$ cat src/rtl/serial_write_buffer_pkg.sv
// rtl/serial_write_buffer_pkg.sv - shared state encodings and counter sizing for serial buffers
package serial_write_buffer_pkg;

    typedef enum logic [1:0] {
        STATE_IDLE  = 2'd0,
        STATE_WRITE = 2'd1,
        STATE_RESET = 2'd2
    } state_t;

    // Counter must hold every value from 0 up to and including buf_size.
    function automatic int ctr_size(input int buf_size);
        return $clog2(buf_size + 1);
    endfunction

endpackage

$ cat src/rtl/serial_write_buffer.sv
// rtl/serial_write_buffer.sv - parallel-load, MSB-first serial transmit buffer paced by write strobes
module serial_write_buffer
    import serial_write_buffer_pkg::*;
#(
    parameter int   BUF_SIZE   = 8,
    parameter logic IDLE_LEVEL = 1'b1,
    localparam int  CTR_SIZE   = ctr_size(BUF_SIZE)
) (
    input  logic                sys_clk,
    input  logic                rst,
    input  logic                start,
    input  logic                write_sig,
    input  logic [BUF_SIZE-1:0] data_in,
    input  logic [CTR_SIZE-1:0] write_count,
    output logic                data_out,
    output logic                done_sig
);

    state_t              state, state_nxt;
    logic [BUF_SIZE-1:0] shreg, shreg_nxt;
    logic [CTR_SIZE-1:0] ctr, ctr_nxt;
    logic                data_nxt;
    logic                done_nxt;

    logic [CTR_SIZE-1:0] cnt;
    logic [CTR_SIZE-1:0] shamt;
    logic [BUF_SIZE-1:0] aligned;

    // Left-align the requested bits so the first one to send sits at the MSB.
    always_comb begin
        cnt     = (write_count > CTR_SIZE'(BUF_SIZE)) ? CTR_SIZE'(BUF_SIZE) : write_count;
        shamt   = CTR_SIZE'(BUF_SIZE) - cnt;
        aligned = data_in << shamt;
    end

    always_ff @(posedge sys_clk) begin
        if (rst) begin
            state    <= STATE_RESET;
            shreg    <= '0;
            ctr      <= '0;
            data_out <= IDLE_LEVEL;
            done_sig <= 1'b0;
        end else begin
            state    <= state_nxt;
            shreg    <= shreg_nxt;
            ctr      <= ctr_nxt;
            data_out <= data_nxt;
            done_sig <= done_nxt;
        end
    end

    always_comb begin
        state_nxt = state;
        shreg_nxt = shreg;
        ctr_nxt   = ctr;
        data_nxt  = data_out;
        done_nxt  = done_sig;
        case (state)
            STATE_RESET: begin
                shreg_nxt = '0;
                ctr_nxt   = '0;
                data_nxt  = IDLE_LEVEL;
                done_nxt  = 1'b1;
                state_nxt = STATE_IDLE;
            end
            STATE_IDLE: begin
                data_nxt = IDLE_LEVEL;
                if (start) begin
                    shreg_nxt = aligned;
                    ctr_nxt   = cnt;
                    done_nxt  = 1'b0;
                    data_nxt  = (cnt == '0) ? IDLE_LEVEL : aligned[BUF_SIZE-1];
                    state_nxt = STATE_WRITE;
                end
            end
            STATE_WRITE: begin
                if (ctr == '0) begin
                    done_nxt  = 1'b1;
                    data_nxt  = IDLE_LEVEL;
                    state_nxt = STATE_IDLE;
                end else if (write_sig) begin
                    shreg_nxt = shreg << 1;
                    ctr_nxt   = ctr - CTR_SIZE'(1);
                    data_nxt  = (ctr > CTR_SIZE'(1)) ? shreg[BUF_SIZE-2] : IDLE_LEVEL;
                end
            end
            default: begin
                done_nxt  = 1'b0;
                state_nxt = STATE_RESET;
            end
        endcase
    end

endmodule
$ cat config.mk
export PLATFORM = sky130hd
export DESIGN_NAME = serial_write_buffer
export DESIGN_NICKNAME = d
export VERILOG_FILES = /design/src/rtl/serial_write_buffer_pkg.sv /design/src/rtl/serial_write_buffer.sv
export SDC_FILE = /design/constraint.sdc
export NUM_CORES = 1
export LEC_CHECK = 0
export CAP_MARGIN = 30
export CORE_UTILIZATION = 48
export CTS_CLUSTER_SIZE = 24
export DETAILED_ROUTE_END_ITERATION = 12
export PLACE_DENSITY_LB_ADDON = 0.3
export SETUP_SLACK_MARGIN = 0.4
export SLEW_MARGIN = 20
export SYNTH_ARGS = -nofsm -noshare
export SYNTH_HDL_FRONTEND = slang
export SYNTH_SLANG_ARGS = --single-unit
$ cat constraint.sdc
create_clock -name sys_clk -period 2.3 [get_ports sys_clk]
set_input_delay 0.46 -clock sys_clk [delete_from_list [all_inputs] [get_ports sys_clk]]
set_output_delay 0.46 -clock sys_clk [all_outputs]
set_load 0.01 [all_outputs]
==> impl_results.md, run 1 <==
- Status: finished clean
- H-tree depth: 1
- GRT overflow: 0
- Post-place setup slack: -255 ps
- Syn nets: 167
- Yosys reg bits: 15
- Asr flop ratio synth: 0%
- Fin util: between 70% and 80%
- Cells after synthesis: between 100 and 150
- Clock transition at path regs: 110 ps
- Post-synth EDFFs: 0
- Crit Path Max Fanout: 7
- Synth top cells by count: nand2_1, dfxtp_1, nor2_1
- Grt peak-use layer: met2
- Final worst slack: 389 ps
- CTS tree: done
- Fin area: between 1500 and 2000 sq um
- Met3 Usage GRT: just under 7%
- Seq/Total Area, Yosys: a little over a quarter
- Pin count of the biggest net entering global routing: 14
- Layout cells sized above 1: approximately a third
- Die width: a little over 50 um
- Clock sinks: 15
- TritonCTS buffer count: 3
- Pins over their slew limit: 0
- Global Route met2 Usage: between 40% and 50%
- GR Util met1: a little under a third
- IO Port Bufs: 17
- Total core area: approximately 2200 sq um
- Die Ht: 50.9 um
- Maximum vdd drop: between 0.6 and 0.7 mV
- Root buffer cell: clkbuf_4
- Hold Vio Cnt, Final: 0
- Final Skew: between 8 and 9 ps
- Antenna cells: 0
- Setup CP Type: reg2reg
- Final wirelength: approximately 3400 um
- Syn_area_per_cell: 8.02 sq um
- Vias post-DR: around 1.3k
- CTS Hold Bufs: 0
- Worst setup SP type: register
- DR iter-0 viols: 47
- Worst Path Required: 2540 ps
- Max-cap violations: 0
- Boundary Pins: 18
- Initial antenna violation count: 0
- Worst Hold Class: reg2reg
- Slew @ Worst Pin: between 300 and 400 ps
- Crit path time final: approximately 1900 ps
- RSZ-0062 raised after global routing: true
- FP Rows: 17
- Area growth from synthesis to layout: 47.2%
- Pwr per Cell Area: around 490 nW/um^2
- Worst-Skew Late Latency: approximately 300 ps
- Drt pass-1 iters: 4
- F_max: 0.523 GHz
- Synth cell types: 38
- Arr. time, crit path: ~2200 ps
- Largest cells by area after synthesis: dfxtp_1, ha_1, mux2i_1
- Final setup fails: 0
- Synth Cell Area: approximately 1100 sq um
- Top-count cell post-synth: nand2_1
- Filler cells: between 150 and 200
- Final nets: ~200
- ANT nets after route: 0
- Placer Congestion: 0.828
- HPWL after detailed placement: between 2000 and 2500 um
- First-pass GRT wire length: 5380 um
- Rel. slew slack: 75.0%
- Average vias per placed instance: approximately 6
- Share of Yosys cell area claimed by the top area cell type: roughly a quarter
- Crit. End Element: register
- Period utilization: 83.1%
- Wire length per cell: about 16 um
- CTS Buffer Depth: 2
- GRT Total Usage: between 20% and 30%
- Total die area: ~2600 sq um
- Initial core utilization: approximately 51%
- DR DRC count: 0
- Leading area contributor after synthesis: dfxtp_1
- Yosys Warn Count: 0
- Dominant synthesized flop cell: dfxtp_1
- Area of placed instances: approximately 1500 sq um
- Leakage power: ~0.64 nW
- Number of global-route vias before repair: between 1k and 1.5k
routing by layer:
| layer | routed length, um | part of all wire (%) | vias up |
|---|---|---|---|
| met3 | 181 | 5.3 | 11 |
| met2 | 1760 | 51 | 46 |
| met5 | 0 | 0 | - |
| met4 | 67 | 2.0 | 0 |
| met1 | 1410 | 41 | 618 |
| li1 | - | - | 599 |
worst max-delay path, cell delays in order (launching register included):
cell	delay, ps
dfxtp_4	390
inv_4	40
ha_4	150
nor2b_4	120
or3_4	390
o21bai_4	250
buf_6	170
nor2_4	90
a22oi_1	80
a21oi_1	170
report_power, final:
| part | internal (W) | switching [W] |
|---|---|---|
| combinational | 0.000178 | 0.000182 |
| sequential | 0.000280 | 0.0000154 |
| clock | 0.0000663 | 0.0000995 |
| total | 0.000524 | 0.000297 |
sequential cells by signal (all words and copies together) (netlist names):
register	cells
data_out	1
state	2
ctr	4
done_sig	1
shreg	7
through the flow:
step           hold slack (ps)  TNS (ps)  total power, W  cells
3_5_place_dp               464     -1340        0.000591    201
6_report                   485         0        0.000820    208
4_1_cts                    483         0        0.000769    207
5_1_grt                    500         0        0.000860    208
3_3_place_gp               446      -595        0.000580    201
2_1_floorplan              432         0        0.000478    143
cells in the final DEF, fill, tap and decap left out, drive strengths merged, types with 2 or more instances in the layout:
cell and instances:
nor3 5, a2bb2oi 2, o21ai 8, inv 8, o21bai 2, buf 24, nor2b 5, a221oi 2
nor4 3, clkdlybuf4s50 13, dfxtp 15, ha 8, mux4 2, nand2 16, mux2i 6, nor2 15
or3 2, a31oi 4, nand3 2, a22oi 4, clkbuf 4, a21oi 9, and2 2, dlygate4sd2 2
a211oi 7
area by class of cell:
class / count / area, sq um / share of cell area [%]
inverter: 8 / 37.5 / 2.22
sequential: 15 / 305 / 18.1
clock inverter: 1 / 7.51 / 0.444
clock buffer: 3 / 22.5 / 1.33
multi-input combinational: 113 / 940 / 55.6
timing repair buffer: 40 / 342 / 20.2
tap: 28 / 35.0 / 2.07
repair_timing:
item,in CTS,in global routing
endpoints found under the setup margin,12,12
hold endpoints to repair,0,0
pin swaps,5,11
resized for setup,21,25
setup buffers,2,1
path summary, 6_finish.rpt:
kind / start / to / slack, ps / cells past startpoint
max: state[0] / shreg[2] / 390 / 9
min: shreg[5] / shreg[5] / 480 / 2
max reg2reg: state[0] / shreg[2] / 390 / 9
min reg2reg: shreg[5] / shreg[5] / 480 / 2
cell families after synthesis:
group	share of synthesized area (%)
XOR/XNOR	0.763
AO/OA/AOI/OAI	27.0
buffers and inverters	6.22
adder cells (fa/ha/maj)	8.72
multiplexers	9.16
flip-flops	26.2
AND/OR/NAND/NOR	21.9
Power figures use the tool's default switching activity.
==> run 2: changes to the inputs <==
Clock period 2.3 ns to 1.7 ns, I/O delays scaled along.
==> impl_results.md, run 2 (synthesized netlist as in run 1, its figures left out) <==
- Leakage power: 0.792 nW (+23%)
- Initial core utilization: 51.4% (unchanged)
- Pint: 0.000780 W (+49%)
- Combinational share of power: 48.3% (+4.5 points)
- Vias post-DR: 1456 (+14%)
- Grt peak-use layer: met2
- F_max: 0.498 GHz (-4.9%)
- Failing checks: negative setup slack
- FP Rows: 17 (unchanged)
- Placer Congestion: 0.862 (+4.2%)
- Hold path depth: 2 (unchanged)
- RSZ-0062 raised after global routing: true
- Most frequent cells in the layout: buf_4, nand2_1, nor2_1
- Start point of the worst hold path: shreg[2]
- Drt pass-1 iters: 4 (unchanged)
- Hold path endpoint: shreg[3]
- HPWL after detailed placement: 2650 um (+12%)
- Final wirelength: 4660 um (+36%)
- Average vias per placed instance: 6.17 (+0.73%)
- GRT Total Usage: 30.3% (+2.2 points)
- Clock transition at path regs: 110 ps (about the same)
- Crit path time final: 2010 ps (+98.2 ps)
- GR Util met1: 33.3% (+1.5 points)
- H-tree depth: 1 (unchanged)
- Reg2reg path depth: 9 (unchanged)
- Largest registers: shreg x7, ctr x4, state x2
- Crit path largest cell delay: 400 ps (about the same)
- Pwr Total: 0.00126 W (+54%)
- Worst setup SP type: register
- Die Ht: 50.9 um (unchanged)
- Commonest non-fill, non-tap cell in the layout: buf_4
- Total die area: 2590 sq um (unchanged)
- Sequential Power Share: 32.1% (-3.9 points)
- Worst-Skew Late Latency: 320 ps (+20 ps)
- Worst r2r dst: shreg[6]
- First-pass GRT wire length: 5800 um (+7.8%)
- RR Startpoint: state[0]
- Total core area: 2230 sq um (unchanged)
- Final setup fails: 12 (+12)
- Met3 Usage GRT: 7.74% (+0.89 points)
- DR DRC count: 0 (unchanged)
- Crit. End Element: register
- Root buffer cell: clkbuf_4
- Arr. time, crit path: 2250 ps (+100 ps)
- Maximum vdd drop: 1.03 mV (+65%)
- Number of global-route vias before repair: 1344 (+6.8%)
- DR iter-0 viols: 59 (+26%)
- Max-cap violations: 0 (unchanged)
- Status: finished with violations
- Area growth from synthesis to layout: 73.3%
- Slew @ Worst Pin: 424 ps (+58.7 ps)
- Final Skew: 3.06 ps (-5.85 ps)
- Period utilization: 118% (+35 points)
- Wire length per cell: 19.8 um (+20%)
- Final nets: 233 (+14%)
- Setup slack, reg-to-reg: -310 ps (-700 ps)
- Pins over their slew limit: 0 (unchanged)
- Final worst slack: -309 ps (-698 ps)
- Worst Hold Class: reg2reg
- CTS Buffer Depth: 2 (unchanged)
- Fin util: 89.0% (+13 points)
- GRT overflow: 0 (unchanged)
- Setup CP Type: reg2reg
- Die width: 50.9 um (unchanged)
- Pin count of the biggest net entering global routing: 14 (unchanged)
- Pwr per Cell Area: 634 nW/um^2 (+30%)
- Sw Ratio: 38.1% (+1.9 points)
- Rel. slew slack: 71.7% (-3.3 points)
- Clk network pwr share: 19.6% (-0.6 points)
- Layout cells sized above 1: 47.6% (+13 points)
- CP Launch Point: state[0]
- IO Port Bufs: 17 (unchanged)
- Max FFs per register: 7 (unchanged)
- Clock sinks: 15 (unchanged)
- Antenna cells: 0 (unchanged)
- Biggest register: shreg
- Worst Path Required: 1940 ps (-600 ps)
- Boundary Pins: 18 (unchanged)
- TritonCTS buffer count: 3 (unchanged)
- Global Route met2 Usage: 56.0% (+7.6 points)
- Crit Path Max Fanout: 4 (-3)
- Slowest library cell on the worst path: dfxtp_4
- Crit path cell chain: inv_4 -> ha_4 -> nor2b_4 -> or3_4 -> buf_4 -> a31oi_4 -> buf_6 -> o21ai_1 -> a31oi_1
- Switching power: 0.000480 W (+62%)
- Hold Vio Cnt, Final: 0 (unchanged)
- Initial antenna violation count: 0 (unchanged)
- CTS tree: done
- ANT nets after route: 0 (unchanged)
-- run 2: critical path: cells and delay by family, from the launching register on --
kind | cells | cell delay [ps]
compound gates | 3 | 470
fa+ha+maj | 1 | 160
buf+inv | 3 | 360
flops | 1 | 400
simple gates | 2 | 530
-- run 2: worst max-delay path by stage --
| stage | cells past startpoint | end | slack, ps |
|---|---|---|---|
| 6_report | 9 | shreg[6] | -310 |
| 5_1_grt | 9 | shreg[1] | -320 |
| 2_1_floorplan | 10 | data_out | -340 |
| 3_5_place_dp | 8 | data_out | -710 |
| 3_3_place_gp | 8 | data_out | -660 |
| 4_1_cts | 9 | shreg[1] | -220 |
-- run 2: cell type report --
type                    count  area [sq um]
clock inverters             1          7.51
flip-flops and latches     15           308
multi-input cells         113           977
fillers                    96           245
clock buffers               3          22.5
repair buffers             68           591
well taps                  28          35.0
inverters                   8          47.5
-- run 2: power by group through the flow --
stage	combinational [W]	sequential, W	clock (W)
2_1_floorplan	0.000276	0.000406	0
3_5_place_dp	0.000485	0.000407	0
5_1_grt	0.000642	0.000406	0.000256
6_report	0.000609	0.000405	0.000246
4_1_cts	0.000504	0.000399	0.000220
3_3_place_gp	0.000466	0.000405	0
-- run 2: repair_timing --
item                       in CTS  in global routing
gates cloned                    0                  0
setup endpoints to repair      17                 16
resized for setup              19                 31
setup buffers                   2                  8
pin swaps                       5                 12
hold buffers                    0                  0
-- run 2: through the flow --
stage | setup slack (ps) | instance area (sq um) | hold WS [ps] | std cells | TNS (ps)
global placement | -657 | 1730 | 444 | 222 | -5750
floorplan | -342 | 1270 | 437 | 143 | -1110
finish | -309 | 1990 | 482 | 236 | -2460
global route | -316 | 1990 | 492 | 236 | -2830
CTS | -216 | 1810 | 481 | 228 | -1730
detailed placement | -714 | 1730 | 466 | 222 | -6460
-- run 2: per-layer routing --
layer	vias up	share of wire [%]	wire (um)
li1	651	-	-
met1	706	38	1780
met2	79	52	2430
met3	20	5.9	273
met4	0	3.8	177
met5	-	0	0
